File: config.mk
export PLATFORM = sky130hd
export DESIGN_NAME = mdu
export DESIGN_NICKNAME = d
export VERILOG_FILES = /design/src/rtl/mdu.sv
export SDC_FILE = /design/constraint.sdc
export NUM_CORES = 1
export LEC_CHECK = 0
export CAP_MARGIN = 10
export CORE_MARGIN = 2
export CORE_UTILIZATION = 35
export DETAILED_ROUTE_END_ITERATION = 16
export PLACE_DENSITY = 0.65
export SKIP_CTS_REPAIR_TIMING = 1
export SLEW_MARGIN = 20
export SYNTH_ARGS = -nofsm -noshare
export SYNTH_HDL_FRONTEND = slang
export SYNTH_SLANG_ARGS = --single-unit
File: constraint.sdc
create_clock -name clk -period 7.4 [get_ports clk]
set_input_delay 1.48 -clock clk [delete_from_list [all_inputs] [get_ports clk]]
set_output_delay 1.48 -clock clk [all_outputs]
set_load 0.05 [all_outputs]
File: src/rtl/mdu.sv
// mdu: iterative MULT/MULTU/DIV/DIVU unit with architectural HI/LO registers.
// Works on magnitudes for N cycles, then applies signs in a single fix-up cycle.
module mdu #(
    parameter int N = 32
) (
    input  logic         clk,
    input  logic         reset,
    input  logic         start,
    input  logic [1:0]   op,
    input  logic [N-1:0] a,
    input  logic [N-1:0] b,
    input  logic         whi,
    input  logic         wlo,
    input  logic [N-1:0] wdata,
    output logic         busy,
    output logic         done,
    output logic [N-1:0] hi,
    output logic [N-1:0] lo
);
    localparam int CW = $clog2(N + 1);
    typedef enum logic [1:0] {IDLE, RUN, FIX} state_t;
    state_t        state_q, state_d;
    logic          div_q, div_d;
    logic          negq_q, negq_d;
    logic          negr_q, negr_d;
    logic          dz_q, dz_d;
    logic          done_q, done_d;
    logic [CW-1:0] cnt_q, cnt_d;
    logic [N-1:0]  opd_q, opd_d;
    logic [2*N-1:0] acc_q, acc_d;
    logic [N-1:0]  hi_q, hi_d;
    logic [N-1:0]  lo_q, lo_d;
    logic          sgn;
    logic [N-1:0]  abs_a, abs_b;
    logic [N:0]    msum;
    logic [N:0]    rem_sh;
    logic          ge;
    logic [2*N-1:0] mul_nxt, div_nxt;
    always_comb begin
        sgn     = ~op[0];
        abs_a   = (sgn && a[N-1]) ? -a : a;
        abs_b   = (sgn && b[N-1]) ? -b : b;
        // Multiplier sits in the low half of acc and is consumed LSB first.
        msum    = {1'b0, acc_q[2*N-1:N]} + (acc_q[0] ? {1'b0, opd_q} : '0);
        mul_nxt = {msum, acc_q[N-1:1]};
        // Dividend sits in the low half and shifts into the remainder MSB first.
        rem_sh  = acc_q[2*N-1:N-1];
        ge      = rem_sh >= {1'b0, opd_q};
        div_nxt = ge ? {rem_sh[N-1:0] - opd_q, acc_q[N-2:0], 1'b1}
                     : {rem_sh[N-1:0], acc_q[N-2:0], 1'b0};
        state_d = state_q;
        div_d   = div_q;
        negq_d  = negq_q;
        negr_d  = negr_q;
        dz_d    = dz_q;
        done_d  = 1'b0;
        cnt_d   = cnt_q;
        opd_d   = opd_q;
        acc_d   = acc_q;
        hi_d    = hi_q;
        lo_d    = lo_q;
        unique case (state_q)
            IDLE: begin
                if (start) begin
                    div_d   = op[1];
                    opd_d   = op[1] ? abs_b : abs_a;
                    acc_d   = {{N{1'b0}}, op[1] ? abs_a : abs_b};
                    negq_d  = sgn & (a[N-1] ^ b[N-1]);
                    negr_d  = sgn & a[N-1];
                    dz_d    = b == '0;
                    cnt_d   = CW'(N);
                    state_d = RUN;
                end else begin
                    hi_d = whi ? wdata : hi_q;
                    lo_d = wlo ? wdata : lo_q;
                end
            end
            RUN: begin
                acc_d   = div_q ? div_nxt : mul_nxt;
                cnt_d   = cnt_q - 1'b1;
                state_d = (cnt_q == CW'(1)) ? FIX : RUN;
            end
            FIX: begin
                if (div_q) begin
                    lo_d = dz_q ? '1 : (negq_q ? -acc_q[N-1:0] : acc_q[N-1:0]);
                    hi_d = negr_q ? -acc_q[2*N-1:N] : acc_q[2*N-1:N];
                end else begin
                    {hi_d, lo_d} = negq_q ? -acc_q : acc_q;
                end
                done_d  = 1'b1;
                state_d = IDLE;
            end
            default: state_d = IDLE;
        endcase
    end
    always_ff @(posedge clk or posedge reset) begin
        if (reset) begin
            state_q <= IDLE;
            div_q   <= 1'b0;
            negq_q  <= 1'b0;
            negr_q  <= 1'b0;
            dz_q    <= 1'b0;
            done_q  <= 1'b0;
            cnt_q   <= '0;
            opd_q   <= '0;
            acc_q   <= '0;
            hi_q    <= '0;
            lo_q    <= '0;
        end else begin
            state_q <= state_d;
            div_q   <= div_d;
            negq_q  <= negq_d;
            negr_q  <= negr_d;
            dz_q    <= dz_d;
            done_q  <= done_d;
            cnt_q   <= cnt_d;
            opd_q   <= opd_d;
            acc_q   <= acc_d;
            hi_q    <= hi_d;
            lo_q    <= lo_d;
        end
    end
    assign busy = state_q != IDLE;
    assign done = done_q;
    assign hi   = hi_q;
    assign lo   = lo_q;
endmodule
==> results of run 1 <==
layout by cell type, fill, tap and decap left out, types with 34 or more instances in the layout:
cell	n
xnor2_1	98
inv_1	73
mux2i_1	74
o21ai_0	209
nor2_1	157
nand2_1	202
o22ai_1	38
a21oi_1	163
clkdlybuf4s50_1	167
ha_1	70
dfrtp_1	172
a21o_1	34
xor2_1	73
path summary, 6_finish.rpt:
| kind | start | to | slack (ns) |
|---|---|---|---|
| worst max-delay path | b[7] | acc_q[30]$_DFFE_PP0P_ | 3.34 |
| worst min-delay path | opd_q[29]$_DFFE_PP0P_ | opd_q[29]$_DFFE_PP0P_ | 0.48 |
| worst max register to register | acc_q[0]$_DFFE_PP0P_ | acc_q[63]$_DFFE_PP0P_ | 3.40 |
| worst min register to register | opd_q[29]$_DFFE_PP0P_ | opd_q[29]$_DFFE_PP0P_ | 0.48 |
| max in group asynchronous | reset | div_q$_DFFE_PP0P_ | 4.66 |
| min in group asynchronous | reset | state_q[1]$_DFFE_PP0P_ | 1.42 |
kinds of logic (layout without fill, tap and decap cells):
group / after synthesis / count (layout) / share of synthesized area [%]
AOI/OAI and AO/OA: 657 / 657 / 27.2
and+or+nand+nor: 569 / 569 / 18.0
buffers and inverters: 197 / 293 / 5.06
DFF: 173 / 173 / 28.4
xor gates and xnor gates: 171 / 171 / 9.83
muxes: 83 / 83 / 5.52
adders and majority gates: 72 / 72 / 6.01
other: 0 / 1 / 0
per-layer routing:
| layer | GRT usage [%] | part of all wire (%) | up-vias |
|---|---|---|---|
| met1 | 33.9 | 45 | 7255 |
| met5 | 0 | 0 | - |
| li1 | - | - | 7100 |
| met2 | 36.9 | 44 | 576 |
| met4 | 8.27 | 3.3 | 0 |
| met3 | 3.40 | 7.2 | 77 |
where the power goes:
part           internal, mW  switching [mW]  total (mW)
logic                  2.54            3.97        6.51
registers              1.43           0.753        2.18
clock network         0.459           0.459       0.918
layout make-up:
cell class | count | area share (%)
well taps | 585 | 4.08
clock inverters | 14 | 0.844
repair buffers | 185 | 10.1
clock buffers | 18 | 2.45
flip-flops and latches | 173 | 24.2
multi-input cells | 1552 | 56.8
inverters | 76 | 1.62
diodes | 1 | 0.0140
state kept, by name, indices dropped and copies added (netlist names):
| register | count |
|---|---|
| state_q | 2 |
| dz_q | 1 |
| lo | 32 |
| div_q | 1 |
| opd_q | 32 |
| cnt_q | 6 |
| acc_q | 64 |
| negq_q | 1 |
| hi | 32 |
| done | 1 |
| negr_q | 1 |
==> metrics, run 1 <==
Vias/cell=5.76; Leakage=7.28 nW; final worst-path cycle share=54.8%; worst setup slack after layout=3.34 ns; post-route ant nets=0; die width=213 um; Worst Hold Depth=1; CP endpoint kind=flop; RSZ-0062 raised after global routing=false; Die Span Y=213 um; Synth Cell Area=0.0152 mm^2; GPL Wtd Cong=0.955; most common library cells after synthesis=209 x o21ai_0, 203 x nand2_1, 173 x dfrtp_1, 163 x a21oi_1, 159 x nor2_1; CTS tree=yes; Finished Layout Cells=2,604; Area growth syn-to-layout=17.6%; die area=0.0452 mm^2; Finished Cell Area=0.0179 mm^2; largest net degree at the start of global routing=100; fill count=4,377; gr ovfl total=0; delay-heaviest family, CP=simple AND/OR/NAND/NOR gates; final design utilization=41.6%; stages on the worst setup path=10; asr flop ratio synth=100%; share of cells above drive strength 1=6.10%; H-Tree Depth=4; Place WS=2.94 ns; CP Launch Type=input pin; final max-slew violation count=0; DRT Wirelength=53,900 um; Reg area=0.00433 mm^2; first-pass GRT wire length=83,200 um; Critical Path AT=4.35 ns; area of the multi-input gates=0.0102 mm^2; Yosys top cell by area=dfrtp_1; nets=2,180; post-synth net total=2,097; Initial Utilization=35.4%; via count=15,000; post-synth top area share=28.4%; clk root buf=clkbuf_16; clk sinks=173; Worst R2R Path Depth=13; Remaining DRCs=0; critical path type=in2reg; clock insertion delay at the later pin of the skew report=0.45 ns; CP dominant cell by count=a21oi_1; Hold Slack=0.480 ns; Critical-path top delay cell=nor4_2; CP peak stage delay=0.63 ns; Area after DPL=0.0173 mm^2; wire per inst=20.7 um; Ys Warns=0; syn avg cell area=7.93 um^2; Worst slew margin=25.6%; WP data required=7.69 ns; EDFF count, synth=0; Pre-Repair DR Iteration Count=5; dpl cells=2,571; # IOs=169; Final Hold Fails=0; clk buf depth=2; Tot GR Track Use=23.8%; Port Buf Inserts=168; Max Clk Rate=246 MHz; Yosys reg bits=173; status=finished, final reports clean; Inserted Clock Buffers=17; initial antenna violation count=1; Final setup viols=0; sequential area share after synthesis=28.4%; max-cap violations=0; Core Rows=76; ys flop type=dfrtp_1; P per Cell Area=536 mW/mm^2; synth unique cells=99; peak supply drop=225 uV; cell with the most instances after synthesis=o21ai_0; ranking of synthesized cells by area=dfrtp_1 28%, o21ai_0 6.9%, ha_1 5.7%; core area=0.0431 mm^2; Crit Path Max Fanout=5; worst-path cell chain=clkdlybuf4s50_1 > nor4_1 > nand4_1 > nor4_2 > a21oi_1 > xor2_1 > o21ai_0 > a21oi_1 > a21oi_1 > o21ai_0; clock-pin slew on the worst setup and hold paths=0.07 ns; vias in the first global route=14,100; Post-Syn Instances=1,922; minimum clock period=4.06 ns; overall power=9.61 mW; clock skew=0.0117 ns; hpwl dp=41,500 um; WP buf/inv=1; worst min path class=reg2reg; Slew @ Worst Pin=1.12 ns; 1st-iter DRT viols=1,640; final setup TNS=0 ns
Power figures use the tool's default switching activity.
==> inputs of run 2 (changes only) <==
--- a/config.mk
+++ b/config.mk
@@ -9,7 +9,7 @@
 export CORE_MARGIN = 2
 export CORE_UTILIZATION = 35
 export DETAILED_ROUTE_END_ITERATION = 16
-export PLACE_DENSITY = 0.65
+export PLACE_DENSITY = 0.67
 export SKIP_CTS_REPAIR_TIMING = 1
 export SLEW_MARGIN = 20
 export SYNTH_ARGS = -nofsm -noshare
==> constraint.sdc (replaced) <==
create_clock -name clk -period 3.6 [get_ports clk]
set_input_delay 0.72 -clock clk [delete_from_list [all_inputs] [get_ports clk]]
set_output_delay 0.72 -clock clk [all_outputs]
set_load 0.05 [all_outputs]
==> run 2 against run 1 <==
  * Power increased by 110%
  * Setup slack worse by 3.2 ns
  * Utilization up 1.5 points
  * Critical path type is now reg2reg
  * Critical endpoint is now acc_q[61]$_DFFE_PP0P_
  * Largest cell class unchanged
  * Largest power group unchanged
==> metrics, run 2 (synthesis gave the netlist of run 1 again) <==
CP endpoint kind=flop; Top reg by flops=acc_q; Finished Layout Cells=2,681; hold path startpoint=lo[18]$_DFFE_PP0P_; first-pass GRT wire length=85,400 um; clock skew=0.0145 ns; clk buf depth=2; Critical-path top delay cell=a31oi_1; Final Hold Fails=0; H-Tree Depth=4; Vias/cell=5.75; P per Cell Area=1110 mW/mm^2; Crit Path Max Fanout=3; Remaining DRCs=0; RSZ-0062 raised after global routing=false; Critical Path AT=3.85 ns; Max Clk Rate=288 MHz; dpl cells=2,648; clk sinks=173; clock insertion delay at the later pin of the skew report=0.45 ns; most frequent cells in the layout=209 x o21ai_0, 202 x nand2_1, 172 x dfrtp_1; critical path type=reg2reg; worst-path cell chain=and2_1 > ha_1 > inv_1 > fa_1 > nor2b_1 > o211ai_1 > a31oi_1 > a21bo_2 > a211oi_2 > buf_4 > o31ai_1 > xor2_1 > o22ai_1 > o21ai_1; Die Span Y=213 um; Leakage=7.68 nW; Slew @ Worst Pin=0.761 ns; final worst-path cycle share=96.5%; Tot GR Track Use=24.7%; Area after DPL=0.0180 mm^2; worst min path class=reg2reg; minimum clock period=3.47 ns; Final setup viols=0; worst setup slack after layout=0.127 ns; overall power=20.5 mW; Pre-Repair DR Iteration Count=6; Area growth syn-to-layout=21.9%; DRT Wirelength=55,900 um; wire per inst=20.9 um; die width=213 um; final design utilization=43.1%; max-cap violations=0; final max-slew violation count=0; CP peak stage delay=0.43 ns; GPL Wtd Cong=0.995; most common cell after layout, fill and taps aside=o21ai_0; 1st-iter DRT viols=1,617; RR Startpoint=opd_q[0]$_DFFE_PP0P_; Hold Slack=0.482 ns; WP data required=3.97 ns; peak supply drop=481 uV; largest net degree at the start of global routing=82; via count=15,400; Port Buf Inserts=168; clk root buf=clkbuf_16; CP startpoint=opd_q[0]$_DFFE_PP0P_; Initial Utilization=35.4%; share of cells above drive strength 1=9.50%; hpwl dp=43,900 um; post-route ant nets=0; CTS tree=yes; CP Launch Type=flop; Largest register FFs=64; die area=0.0452 mm^2; nets=2,257; final setup TNS=0 ns; initial antenna violation count=1; Core Rows=76; Inserted Clock Buffers=17; # IOs=169; Worst slew margin=49.2%; Place WS=0.0970 ns; status=finished, final reports clean; core area=0.0431 mm^2; vias in the first global route=14,800; clock-pin slew on the worst setup and hold paths=0.07 ns; gr ovfl total=0; Finished Cell Area=0.0186 mm^2
## run 2: cell types whose count changed in the layout (fill, tap and decap cells not counted), sizes merged
| cell | delta |
|---|---|
| inv | -2 |
| buf | +77 |
| clkinvlp | +1 |
| clkinv | +1 |
## run 2: area by class of cell
cell class | instances | area [um^2]
diodes | 1 | 2.50
clock buffers | 18 | 439
clock inverters | 14 | 153
fillers | 4282 | 24500
inverters | 76 | 289
multi-input cells | 1552 | 10200
flip-flops and latches | 173 | 4330
well taps | 585 | 732
repair buffers | 262 | 2460
## run 2: where the power goes
group | leakage [nW] | switching (mW) | internal (mW)
Combinational | 5.29 | 8.90 | 5.75
Clock | 0.286 | 0.947 | 0.943
Sequential | 2.10 | 1.05 | 2.94
Total | 7.68 | 10.9 | 9.64
## run 2: final timing paths
check | to | slack (ns) | cells past startpoint
max | acc_q[61]$_DFFE_PP0P_ | 0.13 | 14
min | lo[18]$_DFFE_PP0P_ | 0.48 | 2
max reg2reg | acc_q[61]$_DFFE_PP0P_ | 0.13 | 14
min reg2reg | lo[18]$_DFFE_PP0P_ | 0.48 | 2
max in group asynchronous | acc_q[54]$_DFFE_PP0P_ | 2.04 | 3
min in group asynchronous | acc_q[8]$_DFFE_PP0P_ | 0.74 | 2
## run 2: per-layer routing
layer / vias to the layer above / track usage [%] / share of wire [%]
met1: 7372 / 34.9 / 46
met3: 100 / 3.68 / 7.7
met5: - / 0 / 0
met4: 0 / 8.58 / 3.3
met2: 692 / 38.2 / 43
li1: 7247 / - / -
## run 2: worst max-delay path, delay by kind of cell (launching register included)
family / cells / cell delay [ns]
xor+xnor: 1 / 0.32
simple gates: 2 / 0.35
buf+inv: 2 / 0.22
compound gates: 7 / 1.52
fa+ha+maj: 2 / 0.56
flops: 1 / 0.41
